## src/rtl/instrmem_pkg.sv

```systemverilog
// instrmem_pkg: shared instruction-memory parameters, loader state codes and byte-address to index mapping.
package instrmem_pkg;
  localparam int IMEM_AW = 12;
  localparam int IMEM_DW = 16;
  localparam int MAX_WORDS = 2048;
  typedef logic [2:0] state_t;
  localparam state_t S_IDLE    = 3'd0;
  localparam state_t S_LEN_HI  = 3'd1;
  localparam state_t S_LEN_LO  = 3'd2;
  localparam state_t S_DATA_HI = 3'd3;
  localparam state_t S_DATA_LO = 3'd4;
  localparam state_t S_CSUM    = 3'd5;
  localparam state_t S_DONE    = 3'd6;
  function automatic logic [IMEM_AW-1:0] byte_to_index(input logic [IMEM_AW-1:0] a);
    return {a[IMEM_AW-1], a[IMEM_AW-1:1]};
  endfunction
endpackage

```

## src/rtl/instrmem_loader_csum.sv

```systemverilog
// instrmem_loader_csum: 8-bit XOR accumulator with synchronous clear and enable.
module instrmem_loader_csum (
  input  logic       clk_i,
  input  logic       rst_ni,
  input  logic       clr_i,
  input  logic       en_i,
  input  logic [7:0] data_i,
  output logic [7:0] sum_o
);
  logic [7:0] sum_q, sum_d;
  assign sum_d = clr_i ? 8'h00 : en_i ? sum_q ^ data_i : sum_q;
  assign sum_o = sum_q;
  always_ff @(posedge clk_i or negedge rst_ni)
    if (!rst_ni) sum_q <= 8'h00;
    else sum_q <= sum_d;
endmodule

```

## src/rtl/instrmem_loader.sv

```systemverilog
// instrmem_loader: fills instruction memory from a byte stream (length, then big-endian halfwords).
// Define INSTRMEM_LOADER_CSUM_EN to require a trailing XOR checksum byte.
module instrmem_loader
  import instrmem_pkg::*;
(
  input  logic               clk_i,
  input  logic               rst_ni,
  input  logic               start_i,
  input  logic               abort_i,
  input  logic [IMEM_AW-1:0] base_addr_i,
  input  logic [7:0]         in_data_i,
  input  logic               in_valid_i,
  output logic               in_ready_o,
  output logic               wr_en_o,
  output logic [IMEM_AW-1:0] wr_addr_o,
  output logic [IMEM_DW-1:0] wr_data_o,
  output logic               busy_o,
  output logic               done_o,
  output logic               error_o
);
  state_t             state_q, state_d;
  logic [IMEM_AW-1:0] addr_q, addr_d, wr_addr_q, wr_addr_d;
  logic [15:0]        cnt_q, cnt_d;
  logic [7:0]         hi_q, hi_d;
  logic [IMEM_DW-1:0] wr_data_q, wr_data_d;
  logic               wr_en_q, wr_en_d, done_q, done_d, error_q, error_d;
  logic               xfer, accept_start;
  logic [15:0]        len;
  assign in_ready_o = state_q inside {S_LEN_HI, S_LEN_LO, S_DATA_HI, S_DATA_LO, S_CSUM};
  assign busy_o = (state_q != S_IDLE) && (state_q != S_DONE);
  assign xfer = in_valid_i && in_ready_o;
  assign accept_start = (state_q == S_IDLE) && start_i;
  assign len = {hi_q, in_data_i};
  assign wr_en_o = wr_en_q;
  assign wr_addr_o = wr_addr_q;
  assign wr_data_o = wr_data_q;
  assign done_o = done_q;
  assign error_o = error_q;
`ifdef INSTRMEM_LOADER_CSUM_EN
  logic [7:0] sum;
  instrmem_loader_csum u_csum (
    .clk_i  (clk_i),
    .rst_ni (rst_ni),
    .clr_i  (accept_start),
    .en_i   (xfer && (state_q inside {S_DATA_HI, S_DATA_LO})),
    .data_i (in_data_i),
    .sum_o  (sum)
  );
`endif
  always_comb begin
    state_d = state_q;
    addr_d = addr_q;
    cnt_d = cnt_q;
    hi_d = hi_q;
    wr_en_d = 1'b0;
    wr_addr_d = wr_addr_q;
    wr_data_d = wr_data_q;
    done_d = done_q;
    error_d = error_q;
    case (state_q)
      S_IDLE: if (start_i) begin
        state_d = S_LEN_HI;
        addr_d = {base_addr_i[IMEM_AW-1:1], 1'b0};
        cnt_d = 16'd0;
        done_d = 1'b0;
        error_d = 1'b0;
      end
      S_LEN_HI: if (xfer) begin
        hi_d = in_data_i;
        state_d = S_LEN_LO;
      end
      S_LEN_LO: if (xfer) begin
        cnt_d = len;
        if (len == 16'd0) begin
          state_d = S_DONE;
          done_d = 1'b1;
        end else if (len > 16'(MAX_WORDS)) begin
          state_d = S_IDLE;
          done_d = 1'b1;
          error_d = 1'b1;
        end else state_d = S_DATA_HI;
      end
      S_DATA_HI: if (xfer) begin
        hi_d = in_data_i;
        state_d = S_DATA_LO;
      end
      S_DATA_LO: if (xfer) begin
        wr_en_d = 1'b1;
        wr_addr_d = addr_q;
        wr_data_d = {hi_q, in_data_i};
        addr_d = addr_q + 12'd2;
        cnt_d = cnt_q - 16'd1;
        if (cnt_q == 16'd1) begin
`ifdef INSTRMEM_LOADER_CSUM_EN
          state_d = S_CSUM;
`else
          state_d = S_DONE;
          done_d = 1'b1;
`endif
        end else state_d = S_DATA_HI;
      end
`ifdef INSTRMEM_LOADER_CSUM_EN
      S_CSUM: if (xfer) begin
        state_d = S_DONE;
        done_d = 1'b1;
        error_d = in_data_i != sum;
      end
`endif
      S_DONE: state_d = S_IDLE;
      default: state_d = S_IDLE;
    endcase
    // A write registered by this cycle's DATA_LO still issues; only the state is cancelled.
    if (abort_i && state_q != S_IDLE) begin
      state_d = S_IDLE;
      done_d = 1'b0;
      error_d = 1'b1;
    end
  end
  always_ff @(posedge clk_i or negedge rst_ni)
    if (!rst_ni) begin
      state_q <= S_IDLE;
      addr_q <= '0;
      cnt_q <= '0;
      hi_q <= '0;
      wr_en_q <= 1'b0;
      wr_addr_q <= '0;
      wr_data_q <= '0;
      done_q <= 1'b0;
      error_q <= 1'b0;
    end else begin
      state_q <= state_d;
      addr_q <= addr_d;
      cnt_q <= cnt_d;
      hi_q <= hi_d;
      wr_en_q <= wr_en_d;
      wr_addr_q <= wr_addr_d;
      wr_data_q <= wr_data_d;
      done_q <= done_d;
      error_q <= error_d;
    end
endmodule

```

## config.mk

```make
export PLATFORM = sky130hd
export DESIGN_NAME = instrmem_loader
export DESIGN_NICKNAME = d
export VERILOG_FILES = /design/src/rtl/instrmem_pkg.sv /design/src/rtl/instrmem_loader_csum.sv /design/src/rtl/instrmem_loader.sv
export SDC_FILE = /design/constraint.sdc
export NUM_CORES = 1
export LEC_CHECK = 0
export CAP_MARGIN = 10
export CORE_MARGIN = 8
export CORE_UTILIZATION = 57
export CTS_CLUSTER_DIAMETER = 120
export DETAILED_ROUTE_END_ITERATION = 10
export PLACE_DENSITY_LB_ADDON = 0.1
export SLEW_MARGIN = 5
export SYNTH_ARGS = -nofsm -noshare
export SYNTH_HDL_FRONTEND = slang
export SYNTH_SLANG_ARGS = --single-unit
```

## constraint.sdc

```tcl
create_clock -name clk_i -period 2.9 [get_ports clk_i]
set_input_delay 0.58 -clock clk_i [delete_from_list [all_inputs] [get_ports clk_i]]
set_output_delay 0.58 -clock clk_i [all_outputs]
set_load 0.005 [all_outputs]
```

==> run_results.csv <==
group,metric,value,unit
cells_and_area,layout.area.seq,1700,um^2
timing,post-route-min-period,2570,ps
global_routing,grt_start_max_net_pins,69,
yosys,synth.top_cells.by_area,"sky130_fd_sc_hd__dfrtp_1, sky130_fd_sc_hd__mux2_1, sky130_fd_sc_hd__o21ai_1",
timing,worst-slew-pin-transition,852,ps
clock_network,clk_pin_slew_worst_paths,70,ps
timing,postLayoutSetupSlackWorst,329,ps
worst_setup_path,start_kind,"register",
yosys,avgSynthCellArea,10.2,um^2
worst_setup_path,endpoint_kind,"primary output",
timing,report.final.hold_viol_count,0,
yosys,synth_simple_gate_area_share,13.3,%
die,core_area,5890,um^2
worst_setup_path,worst_r2r_path_depth,7,
yosys,synth_seq_area_share,49.5,%
routing,via_total_after_detailed_routing,2907,
yosys,ys_warn_count,0,
yosys,synth_top_cell_by_area,"sky130_fd_sc_hd__dfrtp_1",
clock_network,postCtsResizedCells,0,
pwr,overall_power_after_layout,0.00346,W
worst_setup_path,critical_path_class,"register to primary output",
die,row_count,28,
clock_network,clock_sink_count,68,
yosys,synthesis.nets,365,
worst_setup_path,crit_arrival,1990,ps
clock_network,cts-buffers-inserted,9,
worst_setup_path,critPathMaxFanout,13,
cells_and_area,fillCellCount,448,
global_routing,vias_in_the_first_global_route,2882,
timing,drv_slew,0,
clock_network,worst_skew_pair.late_latency,340,ps
timing,fraction_of_the_cycle_the_final_worst_path_needs,88.7,%
placed_design,place.port_buffers,55,
clock_network,post_cts_setup_bufs,0,
worst_setup_path,reg2reg_end,"cnt_q[14]",
timing,finalSetupTns,0,ps
yosys,syn_area,3430,um^2
die,floorplan.initialDensity,58.4,%
placed_design,detailedPlacementHpwl,5660,um
worst_setup_path,worstPathRequired,2320,ps
die,design.portCount,58,
clock_network,clockRootBuffer,"sky130_fd_sc_hd__clkbuf_8",
cells_and_area,layout-area-overhead-vs-synth,24.4,%
cells_and_area,fin_cells,469,
timing,highest_clock_rate,0.389,GHz
routing,first_iter_violations,228,
timing,grt_setup_unrepaired,"no",
yosys,async_flop_share,100,%
yosys,xor_xnor_share_of_the_synthesized_area,0.765,%
routing,detail-route-antenna-nets,0,
yosys,synth-edff-count,0,
yosys,synth.most_common_cell,"sky130_fd_sc_hd__dfrtp_1",
outcome,run_status,"finished, final reports clean",
routing,routed_wire_length_per_instance,17.8,um
yosys,synthCells,337,
placed_design,place_inst,453,
die,die_height,93.6,um
cells_and_area,multi_input_comb_area,1610,um^2
cells_and_area,drive_above_1_share,7.61,%
cells_and_area,final_net_count,417,
pwr,cellPowerDensity,809,nW/um^2
placed_design,place_worst_setup_slack,533,ps
global_routing,global_route_wire_length_before_repair,14200,um
yosys,synth-compound-area-share,18.7,%
yosys,synthMuxAreaShare,12.7,%
cells_and_area,insertedDiodeCount,0,
yosys,synth_fa_ha_area_share,1.09,%
placed_design,placer_congestion,0.869,
hold_path,hp-class,"input port to async pin",
yosys,main_combinational_cell_family_by_area_after_synthesis,"compound AO/OA/AOI/OAI gates",
global_routing,gr-total-overflow,0,
pwr,worst_ir_drop_vdd,539,uV
routing,drt_drc_violations_left,0,
timing,clock_skew,7.87,ps
pwr,power.static_leakage,1.84,nW
yosys,yosys.area.top_type_share,49.5,%
die,die-area,8770,um^2
yosys,ys_seq_elements,68,
timing,slew_headroom,43.2,%
routing,vias_per_cell,6.20,
clock_network,tritoncts,"done",
clock_network,htree_levels,3,
yosys,synth_top_cells_by_count,"sky130_fd_sc_hd__dfrtp_1, sky130_fd_sc_hd__o21ai_1, sky130_fd_sc_hd__mux2_1",
die,die_x,93.6,um
clock_network,clk_path_buf_depth,2,
global_routing,grt_use_total,20.3,%
worst_setup_path,flop2flop_setup_slack,720,ps
timing,setup_violations,0,
yosys,count_of_different_cell_masters_after_synthesis,47,
clock_network,cts_hold_repair.buffers,0,
routing,wl,8360,um
global_routing,antenna_found_initial,0,
job,cap_violations,0,
routing,first_pass_iteration_count_of_the_detailed_router,5,
cells_and_area,post_layout_util,72.6,%
worst_setup_path,crit-reg2reg-launch,"cnt_q[0]",
yosys,synth_ff_type,"sky130_fd_sc_hd__dfrtp_1",
## worst max path at each step
stage | start | to | cells past startpoint
floorplan | state_q[2] | busy_o | 5
global placement | in_data_i[0] | done_o | 6
detailed placement | in_data_i[0] | done_o | 6
CTS | state_q[0] | busy_o | 4
global route | state_q[0] | busy_o | 4
finish | state_q[0] | busy_o | 4
## routing by layer
| layer | up-vias | global-route usage (%) | wire (um) |
|---|---|---|---|
| met5 | - | 0 | 0 |
| met4 | 0 | 8.45 | 196 |
| met3 | 20 | 6.49 | 726 |
| met2 | 140 | 30.5 | 3780 |
| met1 | 1400 | 26.3 | 3650 |
| li1 | 1347 | - | - |
## worst max-delay path, cell delays in order (launching register included)
cell and delay (ps):
sky130_fd_sc_hd__dfrtp_1 540, sky130_fd_sc_hd__nor3_1 370, sky130_fd_sc_hd__a21oi_1 90, sky130_fd_sc_hd__or2_1 220
sky130_fd_sc_hd__clkdlybuf4s50_1 440
## power by group
group	switching [W]	total (W)	internal [W]
clock	0.000357	0.000913	0.000555
combinational	0.000483	0.00105	0.000563
sequential	0.000274	0.00150	0.00122
## kinds of logic (layout without fill, tap and decap cells)
family	count (synthesis)	in the layout
adders and majority gates	3	3
muxes	39	39
DFF	68	68
AOI/OAI and AO/OA	110	110
and+or+nand+nor	82	82
xor gates and xnor gates	3	3
buffers and inverters	31	88
other	1	1
## state kept, by name (all words and copies together), names as in the netlist
register and flops:
addr_q 11, cnt_q 16, done_o 1, error_o 1, hi_q 8, state_q 3
wr_addr_o 11, wr_data_o 16, wr_en_o 1
## layout by cell type, fill, tap and decap left out, types with 3 or more instances in the layout
master                            synthesis  final
sky130_fd_sc_hd__nand3_1                  9      9
sky130_fd_sc_hd__nor4_1                   7      7
sky130_fd_sc_hd__nor2_1                  14     14
sky130_fd_sc_hd__dfrtp_1                 68     68
sky130_fd_sc_hd__nor3_1                  11     11
sky130_fd_sc_hd__o21ai_0                  6      6
sky130_fd_sc_hd__a31oi_1                  5      5
sky130_fd_sc_hd__and3_1                   6      6
sky130_fd_sc_hd__o22ai_1                  5      5
sky130_fd_sc_hd__inv_1                    9      9
sky130_fd_sc_hd__a22oi_1                 10     10
sky130_fd_sc_hd__a21oi_1                 30     30
sky130_fd_sc_hd__clkdlybuf4s50_1          0     54
sky130_fd_sc_hd__xnor2_1                  3      3
sky130_fd_sc_hd__nand2_1                 16     16
sky130_fd_sc_hd__mux2_1                  37     37
sky130_fd_sc_hd__a211oi_1                 3      3
sky130_fd_sc_hd__clkbuf_8                 0     12
sky130_fd_sc_hd__ha_1                     3      3
sky130_fd_sc_hd__buf_4                    1      7
sky130_fd_sc_hd__o21ai_1                 38     38
sky130_fd_sc_hd__a32oi_1                  4      4
## area by class of cell
type / instances / area share (%)
sequential: 68 / 39.8
multi-input combinational: 238 / 37.6
timing repair buffer: 62 / 14.0
clock buffer: 13 / 3.95
tap: 75 / 2.20
clock inverter: 3 / 1.58
inverter: 10 / 0.878
## per-stage QoR
stage               area [um^2]  hold slack, ps
floorplan                  3430             284
global placement           4040             467
detailed placement         4040             475
CTS                        4270             461
global route               4270             498
finish                     4270             426
(Power assumes the default switching activity.)
